--- src/rtl/fetch_buffer_pkg.sv ---
// Shared constants and the stored-entry layout for the fetch-to-decode queue.
package fetch_buffer_pkg;

  localparam int          DEFAULT_DEPTH = 4;
  localparam logic [31:0] RESET_PC      = 32'h0040_0020;
  localparam logic [31:0] WORD_BYTES    = 32'd4;
  localparam int          ENTRY_W       = 65;

  // Layout is {misaligned, pc, instr}, matching the storage array width.
  typedef struct packed {
    logic        misaligned;
    logic [31:0] pc;
    logic [31:0] instr;
  } fb_entry_t;

  function automatic fb_entry_t make_entry(input logic [31:0] pc, input logic [31:0] instr);
    fb_entry_t e;
    e.misaligned = |pc[1:0];
    e.pc         = pc;
    e.instr      = instr;
    return e;
  endfunction

endpackage

--- src/rtl/fetch_buffer_mem.sv ---
// DEPTH x 65-bit register array: one synchronous write port, one asynchronous read port.
module fetch_buffer_mem
  import fetch_buffer_pkg::*;
#(
  parameter  int DEPTH = DEFAULT_DEPTH,
  localparam int PTR_W = $clog2(DEPTH)
) (
  input  logic               clock,
  input  logic               wr_en,
  input  logic [PTR_W-1:0]   wr_addr,
  input  logic [ENTRY_W-1:0] wr_data,
  input  logic [PTR_W-1:0]   rd_addr,
  output logic [ENTRY_W-1:0] rd_data
);

  logic [ENTRY_W-1:0] mem_q [DEPTH];
  logic [ENTRY_W-1:0] mem_d [DEPTH];

  always_comb begin
    mem_d = mem_q;
    if (wr_en) begin
      mem_d[wr_addr] = wr_data;
    end
  end

  // Contents are masked by the occupancy count, so the array needs no reset.
  always_ff @(posedge clock) begin
    mem_q <= mem_d;
  end

  assign rd_data = mem_q[rd_addr];

endmodule

--- src/rtl/fetch_buffer.sv ---
// Fetch-to-decode decoupling queue: circular buffer with first-word fall-through and flush on redirect.
module fetch_buffer
  import fetch_buffer_pkg::*;
#(
  parameter  int DEPTH = DEFAULT_DEPTH,
  localparam int PTR_W = $clog2(DEPTH)
) (
  input  logic             clock,
  input  logic             resetn,
  input  logic             flush,
  input  logic             in_valid,
  output logic             in_ready,
  input  logic [31:0]      in_pc,
  input  logic [31:0]      in_instr,
  output logic             out_valid,
  input  logic             out_ready,
  output logic [31:0]      out_pc,
  output logic [31:0]      out_instr,
  output logic             out_misaligned,
  output logic [PTR_W:0]   count,
  output logic [31:0]      issued_total
);

  localparam logic [PTR_W:0] FULL_COUNT = (PTR_W+1)'(DEPTH);

  logic [PTR_W-1:0]   rd_ptr_q, rd_ptr_d;
  logic [PTR_W-1:0]   wr_ptr_q, wr_ptr_d;
  logic [PTR_W:0]     count_q, count_d;
  logic [31:0]        issued_q, issued_d;
  logic               not_empty;
  logic               push;
  logic               pop;
  fb_entry_t          wr_entry;
  fb_entry_t          rd_entry;
  logic [ENTRY_W-1:0] rd_raw;

  // Handshakes look only at registered occupancy and flush, never at the partner's valid/ready.
  assign not_empty = (count_q != '0);
  assign in_ready  = (count_q != FULL_COUNT) && !flush;
  assign out_valid = not_empty && !flush;
  assign push      = in_valid && in_ready;
  assign pop       = out_valid && out_ready;
  assign wr_entry  = make_entry(in_pc, in_instr);

  fetch_buffer_mem #(
    .DEPTH (DEPTH)
  ) u_mem (
    .clock   (clock),
    .wr_en   (push),
    .wr_addr (wr_ptr_q),
    .wr_data (wr_entry),
    .rd_addr (rd_ptr_q),
    .rd_data (rd_raw)
  );

  assign rd_entry = fb_entry_t'(rd_raw);

  always_comb begin
    out_pc         = '0;
    out_instr      = '0;
    out_misaligned = 1'b0;
    if (not_empty) begin
      out_pc         = rd_entry.pc;
      out_instr      = rd_entry.instr;
      out_misaligned = rd_entry.misaligned;
    end
  end

  always_comb begin
    rd_ptr_d = rd_ptr_q;
    wr_ptr_d = wr_ptr_q;
    count_d  = count_q;
    issued_d = issued_q;
    if (flush) begin
      rd_ptr_d = '0;
      wr_ptr_d = '0;
      count_d  = '0;
    end else begin
      if (push) begin
        wr_ptr_d = wr_ptr_q + PTR_W'(1);
      end
      if (pop) begin
        rd_ptr_d = rd_ptr_q + PTR_W'(1);
        issued_d = issued_q + 32'd1;
      end
      case ({push, pop})
        2'b10:   count_d = count_q + (PTR_W+1)'(1);
        2'b01:   count_d = count_q - (PTR_W+1)'(1);
        default: count_d = count_q;
      endcase
    end
  end

  always_ff @(posedge clock) begin
    if (!resetn) begin
      rd_ptr_q <= '0;
      wr_ptr_q <= '0;
      count_q  <= '0;
      issued_q <= '0;
    end else begin
      rd_ptr_q <= rd_ptr_d;
      wr_ptr_q <= wr_ptr_d;
      count_q  <= count_d;
      issued_q <= issued_d;
    end
  end

  assign count        = count_q;
  assign issued_total = issued_q;

endmodule

--- config.mk ---
export PLATFORM = sky130hd
export DESIGN_NAME = fetch_buffer
export DESIGN_NICKNAME = d
export VERILOG_FILES = /design/src/rtl/fetch_buffer_pkg.sv /design/src/rtl/fetch_buffer_mem.sv /design/src/rtl/fetch_buffer.sv
export SDC_FILE = /design/constraint.sdc
export NUM_CORES = 1
export LEC_CHECK = 0
export CAP_MARGIN = 20
export CORE_ASPECT_RATIO = 0.5
export CORE_UTILIZATION = 50
export CTS_CLUSTER_DIAMETER = 200
export DETAILED_ROUTE_END_ITERATION = 12
export PLACE_DENSITY = 0.74
export SYNTH_ARGS = -nofsm -noshare
export SYNTH_HDL_FRONTEND = slang
export SYNTH_SLANG_ARGS = --single-unit
export TNS_END_PERCENT = 10
--- constraint.sdc ---
create_clock -name clock -period 6.98 [get_ports clock]
set_input_delay 0.698 -clock clock [delete_from_list [all_inputs] [get_ports clock]]
set_output_delay 0.698 -clock clock [all_outputs]
set_load 0.01 [all_outputs]
==> results of run 1 <==
layout make-up:
class	count	share of cell area
clock buffers	33	0.04776
clock inverters	14	0.01087
inverters	10	0.002568
multi-input cells	306	0.2071
flip-flops and latches	299	0.5880
well taps	307	0.02628
repair buffers	172	0.1174
sequential cells by signal, summed over array words and instances, names as in the netlist:
| register | cells |
|---|---|
| u_mem.mem_q | 260 |
| count | 3 |
| issued_total | 32 |
| rd_ptr_q | 2 |
| wr_ptr_q | 2 |
critical path, stage by stage, from the launching register on:
cell and delay [ns]:
dfxtp_4 0.89, buf_4 0.62, mux4_2 0.57, and2_1 0.20, clkdlybuf4s50_1 0.49
kinds of logic (layout without fill, tap and decap cells):
family	Yosys count	count (layout)	share of synthesized area
xor gates and xnor gates	13	13	0.009662
adders and majority gates	7	7	0.008070
buffers and inverters	43	229	0.01529
and+or+nand+nor	172	172	0.08781
AOI/OAI and AO/OA	43	43	0.02102
DFF	299	299	0.7288
muxes	71	71	0.1293
through the flow:
| step | cell area [sq um] | std cells | util | hold slack (ns) |
|---|---|---|---|---|
| after CTS | 14620 | 1141 | 0.6360 | 0.4843 |
| after detailed placement | 13760 | 1094 | 0.5987 | 0.4727 |
| after global placement | 13760 | 1094 | 0.5987 | 0.4548 |
| final | 14620 | 1141 | 0.6360 | 0.4773 |
| after floorplan | 11780 | 648 | - | 0.4863 |
| after global routing | 14620 | 1141 | 0.6360 | 0.5128 |
placed cells by master (no fill, tap or decap), types with 9 or more instances in the layout:
cell,count
inv_1,9
o21ai_0,11
nand2_1,12
xnor2_1,9
or4_1,9
or3_1,11
clkbuf_16,27
nand3_1,11
dfxtp_1,37
and2_1,69
a21oi_1,20
mux4_2,65
nand4_1,10
edfxtp_1,260
clkdlybuf4s50_1,170
nor2_1,18
power by group through the flow:
stage               Sequential (mW)  Clock (mW)  Combinational, mW
finish                         1.97        1.47              0.152
global route                   1.97        1.56              0.163
CTS                            1.97        1.50              0.154
detailed placement             2.01           0              0.153
global placement               2.01           0              0.150
floorplan                      2.01           0             0.0592
metal layers:
layer	routed length [um]	track usage	up-vias
li1	-	-	2897
met1	9597	0.2689	3247
met2	11830	0.3314	158
met3	1186	0.03636	32
met4	379	0.04074	0
met5	0	0	-
path summary, 6_finish.rpt:
kind                                          to  slack, ns  depth (start not counted)
worst max-delay path               out_instr[13]       2.91                          4
worst min-delay path            issued_total[31]       0.48                          2
worst max register to register  u_mem.mem_q[220]       4.21                          3
worst min register to register  issued_total[31]       0.48                          2
==> out/qor.yml, run 1 <==
worst_pin_slew_ns: 1.048
rsz0062_at_grt: "false"
worst_setup_path_start_kind: "register"
finalCriticalPeriod_ns: 4.073
power.switching_uw: 719.6
syn_inst: 648
cts_buffers: 27
yosysSeqAreaShare: 0.7288
fin_nets: 892
post_cts_buffers: 0
port_buffers: 170
drv_slew: 0
crit_type: "register to output pin"
switching_share: 0.2003
row_count: 39
clk_pin_slew_ns: 0.07
netlist_top_cells_area: "edfxtp_1 66%, mux4_2 12%, dfxtp_1 6.6%, and2_1 3.9%, a21oi_1 0.85%"
dpl_worst_slack_ns: 3.359
drt-initial-drc-count: 430
skew_ns: 0.01184
p_per_area_nw_per_um2: 245.7
route.detailed.drc: 0
synth-edff-count: 260
ys_seq_elements: 299
setup_viol: 0
drive_above_1_share: 0.1391
cts_tree: "yes"
internal-power_mw: 2.872
synth_top_area_cell: "edfxtp_1"
critical_path.endpoint_type: "output pin"
cts_resized: 0
grt_pass1_wl_um: 36430
wl_per_cell_um: 20.15
grt_max_degree: 71
cellLeakagePower_nw: 4.568
die_w_um: 219.1
first_pass_iters: 5
fin_setup_tns_ns: 0
cts_hold_buffers: 0
startpoint: "rd_ptr_q[0]"
finalHoldViolCount: 0
regArea_sq_um: 8596
cts_buffer_depth: 3
worst_slack_ns: 2.907
critPathMaxFanout: 39
synth_fp_nets: 724
antenna_found_initial: 0
synth_most_common_cell: "edfxtp_1"
fin_crit_sh: 0.5835
yosys_warnings: 0
min_from: "issued_total[31]"
gp_congestion: 0.8386
grtUsageTotal: 0.1967
die-area_sq_um: 24220
max-slew-margin-rel: 0.3013
start_util: 0.5127
grt_pass1_vias: 6587
syn_area_sq_um: 11780
ant_nets: 0
required_ns: 6.28
antenna_cells: 0
synth_area_per_cell_sq_um: 18.18
clock_sinks: 299
yosys.cell_types.count: 38
fmax_mhz: 245.5
worst_ep_arrival_time_ns: 3.38
power.combinational.fraction: 0.042
hpwl_um: 13010
gr-total-overflow: 0
core-area_sq_um: 22980
vias: 6334
synth_top_area_frac: 0.6626
cts-root-buf: "clkbuf_16"
multi_input_area_sq_um: 3027
synth_ff_type: "edfxtp_1"
power.share.clock: 0.409
wl_um: 22990
r2r_start: "count[0]"
htreeDepth: 1
status: "complete, no violations"
fillers: 1631
synth_common_cells: "260 x edfxtp_1, 73 x and2_1, 65 x mux4_2"
die_h_um: 110.6
hold_class: "register to register"
syn2layout_area_growth_pct: 24.05
ys_async_sr_fraction: 0
vdd_ir_drop_max_mv: 0.1514
clk_latency_ns: 0.55
total_power_mw: 3.592
seq_power_share: 0.549
top_level_ports: 171
via_per_inst: 5.551
maxCapViolations: 0
(Power assumes the default switching activity.)
==> run 2: changes to the inputs <==
- clock period: 6.98 -> 4.1 ns (I/O delays scaled with it)
==> run 2 against run 1 <==
Compared with the run above: sequential share of layout area shrank 0.69 points; critical path depth unchanged; largest cell class unchanged; final area up 1.2%; global-route usage rose by 0.32 points; final cell count rose by 1.5%; largest power group unchanged; register-to-register slack lost 2.8 ns; clock-buffer cell count down 1; critical endpoint is now out_instr[20]; clock skew rose by 0.0067 ns.
==> out/qor.yml, run 2 (synthesis gave the netlist of run 1 again) <==
antenna_found_initial: 0
drive_above_1_share: 0.1539
setup_viol: 0
cts_tree: "yes"
cts_buffers: 27
dpl_worst_slack_ns: 1.074
wl_per_cell_um: 20.30
worst_setup_path_start_kind: "register"
top_register: "u_mem.mem_q"
grt_pass1_vias: 6735
clk_pin_slew_ns: 0.06
gr-total-overflow: 0
p_per_area_nw_per_um2: 412.6
fmax_mhz: 298.2
ff2ff_path_depth: 8
finalCriticalPeriod_ns: 3.354
gp_congestion: 0.8326
finalHoldViolCount: 0
die-area_sq_um: 24220
grt_max_degree: 53
grtUsageTotal: 0.1998
hold-path-endpoint: "issued_total[31]"
status: "complete, no violations"
vias: 6413
route.detailed.drc: 0
fin_nets: 908
via_per_inst: 5.538
antenna_cells: 0
port_buffers: 170
total_power_mw: 6.103
drt-initial-drc-count: 531
mostFrequentLayoutCell: "edfxtp_1"
largest_reg_flops: 260
hpwl_um: 14840
core-area_sq_um: 22980
fin_crit_sh: 0.8180
top_level_ports: 171
instances_no_fill: 1158
layout_common_cells: "260 x edfxtp_1, 170 x clkdlybuf4s50_1, 69 x and2_1"
ant_nets: 0
first_pass_iters: 6
skew_ns: 0.01858
die_w_um: 219.1
rr_endpoint: "count[2]"
cts_buffer_depth: 3
maxCapViolations: 0
worst_slack_ns: 0.7461
row_count: 39
vdd_ir_drop_max_mv: 0.2609
syn2layout_area_growth_pct: 25.53
min_from: "issued_total[31]"
dp.cells: 1110
fin_setup_tns_ns: 0
start_util: 0.5127
r2r_start: "count[2]"
grt_pass1_wl_um: 36830
rsz0062_at_grt: "false"
critical_path.endpoint_type: "output pin"
clock_sinks: 299
hold_class: "register to register"
wl_um: 23500
drv_slew: 0
cts_resized: 0
worst_pin_slew_ns: 0.9746
fillers: 1626
die_h_um: 110.6
fin_util: 0.6436
crit_type: "register to output pin"
cts-root-buf: "clkbuf_16"
critPathMaxFanout: 52
clk_latency_ns: 0.56
min_path_cells: 2
required_ns: 3.69
htreeDepth: 1
worst_ep_arrival_time_ns: 2.94
cellLeakagePower_nw: 4.669
cts_hold_buffers: 0
post_cts_buffers: 0
max-slew-margin-rel: 0.3503
rrSetupSlack_ns: 1.45
run 2: cell count changes in the layout (fill, tap and decap cells not counted):
cell | previous run | this run
clkinv_1 | 4 | 7
buf_12 | 0 | 4
buf_4 | 2 | 14
clkbuf_1 | 6 | 5
inv_6 | 0 | 1
clkinv_2 | 5 | 4
clkinvlp_4 | 1 | 0
run 2: how the worst max path moves through the flow:
stage | from | endpoint | slack, ns | depth (start not counted)
finish | count[2] | out_instr[20] | 0.75 | 4
floorplan | count[0] | u_mem.mem_q[0] | 0.96 | 3
CTS | count[0] | out_instr[17] | 0.67 | 4
detailed placement | out_ready | count[2] | 1.07 | 8
global route | count[2] | out_pc[19] | 0.52 | 4
global placement | out_ready | count[2] | 1.15 | 8
run 2: critical path, cell delays in order, from the launching register on:
cell and delay, ns:
dfxtp_1 0.45, or3_2 0.82, buf_4 0.39, and2_1 0.19
clkdlybuf4s50_1 0.54
run 2: metrics by stage:
step	hold WS, ns	instance area [sq um]
6_report	0.4694	14790
3_5_place_dp	0.4651	13930
2_1_floorplan	0.4863	11780
5_1_grt	0.4684	14790
3_3_place_gp	0.4544	13930
4_1_cts	0.4680	14790
run 2: cell type report:
class	instances	area [sq um]	share of cell area
clock buffers	32	694.4	0.04695
clock inverters	16	166.4	0.01125
inverters	10	37.54	0.002538
multi-input cells	306	3027	0.2046
flip-flops and latches	299	8596	0.5811
well taps	307	384.1	0.02597
repair buffers	188	1887	0.1276
run 2: report_power, final:
| part | switching (mW) | internal (mW) |
|---|---|---|
| combinational | 0.122 | 0.146 |
| sequential | 0.0117 | 3.34 |
| clock | 1.08 | 1.40 |
| total | 1.21 | 4.89 |
run 2: routing by layer:
layer  track usage  vias to the layer above  part of all wire
met5             0                        -                 0
met2        0.3475                      159              0.51
met1        0.2655                     3294              0.43
li1              -                     2935                 -
met4       0.03981                        0             0.015
met3       0.03526                       25             0.047
==> run 3: changes to the inputs <==
- CORE_UTILIZATION: 50 -> 49
- PLACE_DENSITY: 0.74 -> 0.76
- clock period: 4.1 -> 2.75 ns (I/O delays scaled with it)
==> run 3 against run 2 <==
Compared with the run above: global-route usage grew 0.25 points; non-clock buffer count grew 12; combinational power grew 56%; core utilization grew 0.61 points; final area grew 1.8%; die area grew 2.0%; sequential cell count is the same; largest power group unchanged.
==> out/qor.yml, run 3 (synthesis gave the netlist of run 1 again) <==
status: "complete, no violations"
hold_class: "input port to register"
ff2ff_path_depth: 8
gr-total-overflow: 0
grt_max_degree: 38
antenna_found_initial: 2
rr_endpoint: "count[2]"
fin_crit_sh: 0.9792
cts_buffers: 26
cts_tree: "yes"
die_h_um: 111.7
total_power_mw: 9.176
critPathMaxFanout: 21
p_per_area_nw_per_um2: 609.3
cellLeakagePower_nw: 4.784
start_util: 0.5084
drive_above_1_share: 0.1669
mostFrequentLayoutCell: "edfxtp_1"
min_from: "in_pc[22]"
drv_slew: 0
hold-path-endpoint: "u_mem.mem_q[119]"
required_ns: 2.48
clk_latency_ns: 0.53
finalHoldViolCount: 0
r2r_start: "count[2]"
route.detailed.drc: 0
layout_common_cells: "260 x edfxtp_1, 169 x clkdlybuf4s50_1, 69 x and2_1"
fillers: 1582
dpl_cell_area_sq_um: 14160
worst_slack_ns: 0.05721
via_per_inst: 5.570
vias: 6528
htreeDepth: 1
top_register: "u_mem.mem_q"
syn2layout_area_growth_pct: 27.80
dpl_worst_slack_ns: 0.1846
largest_reg_flops: 260
first_pass_iters: 6
maxCapViolations: 0
min_path_cells: 1
rsz0062_at_grt: "true"
skew_ns: 0.007397
finalInstanceArea_sq_um: 15060
wl_per_cell_um: 21.06
core-area_sq_um: 23180
drt-initial-drc-count: 672
cts-root-buf: "clkbuf_16"
worst_pin_slew_ns: 0.7947
vdd_ir_drop_max_mv: 0.3278
gp_congestion: 0.8185
die-area_sq_um: 24710
cts_hold_buffers: 0
crit_type: "register to output pin"
worst_setup_path_start_kind: "register"
grt_pass1_vias: 6846
port_buffers: 170
critical_path.endpoint_type: "output pin"
hold-worst-slack_ns: 0.3747
finalCriticalPeriod_ns: 2.693
ant_nets: 0
fmax_mhz: 371.4
top_level_ports: 171
die_w_um: 221.3
setup_viol: 0
clk_pin_slew_ns: 0.07
fin_nets: 919
grt_pass1_wl_um: 38540
row_count: 39
clock_sinks: 299
wl_um: 24690
max-slew-margin-rel: 0.4661
grtUsageTotal: 0.2023
hpwl_um: 15720
rrSetupSlack_ns: 0.41
cts_buffer_depth: 3
worst_ep_arrival_time_ns: 2.42
run 3: report_power, final:
part	switching [mW]	internal, mW
Sequential	0.0160	4.99
Combinational	0.187	0.230
Clock	1.59	2.16
Total	1.80	7.38
run 3: metrics by stage:
step,instances,utilization,setup TNS [ns]
global route,1172,0.6497,-0.2736
global placement,1120,0.6107,0
finish,1172,0.6497,0
floorplan,648,-,-51.16
CTS,1170,0.6491,0
detailed placement,1120,0.6107,0
run 3: cell type report:
type | instances | area (sq um) | area share
Antenna cell | 2 | 5.005 | 0.0003323
Clock buffer | 30 | 686.9 | 0.04561
Clock inverter | 18 | 186.4 | 0.01238
Timing Repair Buffer | 200 | 2137 | 0.1419
Sequential cell | 299 | 8596 | 0.5708
Multi-Input combinational cell | 306 | 3027 | 0.2010
Inverter | 10 | 37.54 | 0.002493
Tap cell | 307 | 384.1 | 0.02551
run 3: worst max-delay path by stage:
stage,startpoint,slack (ns),depth (start not counted),endpoint
floorplan,count[0],-0.39,3,u_mem.mem_q[100]
global placement,out_ready,0.25,5,issued_total[25]
detailed placement,flush,0.18,9,count[2]
CTS,rd_ptr_q[0],0.01,4,out_instr[17]
global route,rd_ptr_q[0],-0.04,4,out_instr[17]
finish,rd_ptr_q[0],0.06,4,out_pc[31]
run 3: critical path: stages (launching register included):
cell and delay, ns:
dfxtp_4 0.43, buf_12 0.23, mux4_2 0.55, and2_1 0.17
clkdlybuf4s50_1 0.49
run 3: layer usage:
| layer | wire length, um | vias to the layer above | track usage |
|---|---|---|---|
| met5 | 0 | - | 0 |
| li1 | - | 2959 | - |
| met2 | 12510 | 168 | 0.3460 |
| met3 | 940 | 29 | 0.03457 |
| met4 | 427 | 0 | 0.04709 |
| met1 | 10810 | 3372 | 0.2740 |
run 3: timing repair:
item                                    4_1_cts  5_1_grt
gates resized for setup                       0        3
endpoints found under the setup margin       57       43
setup buffers                                 2        0
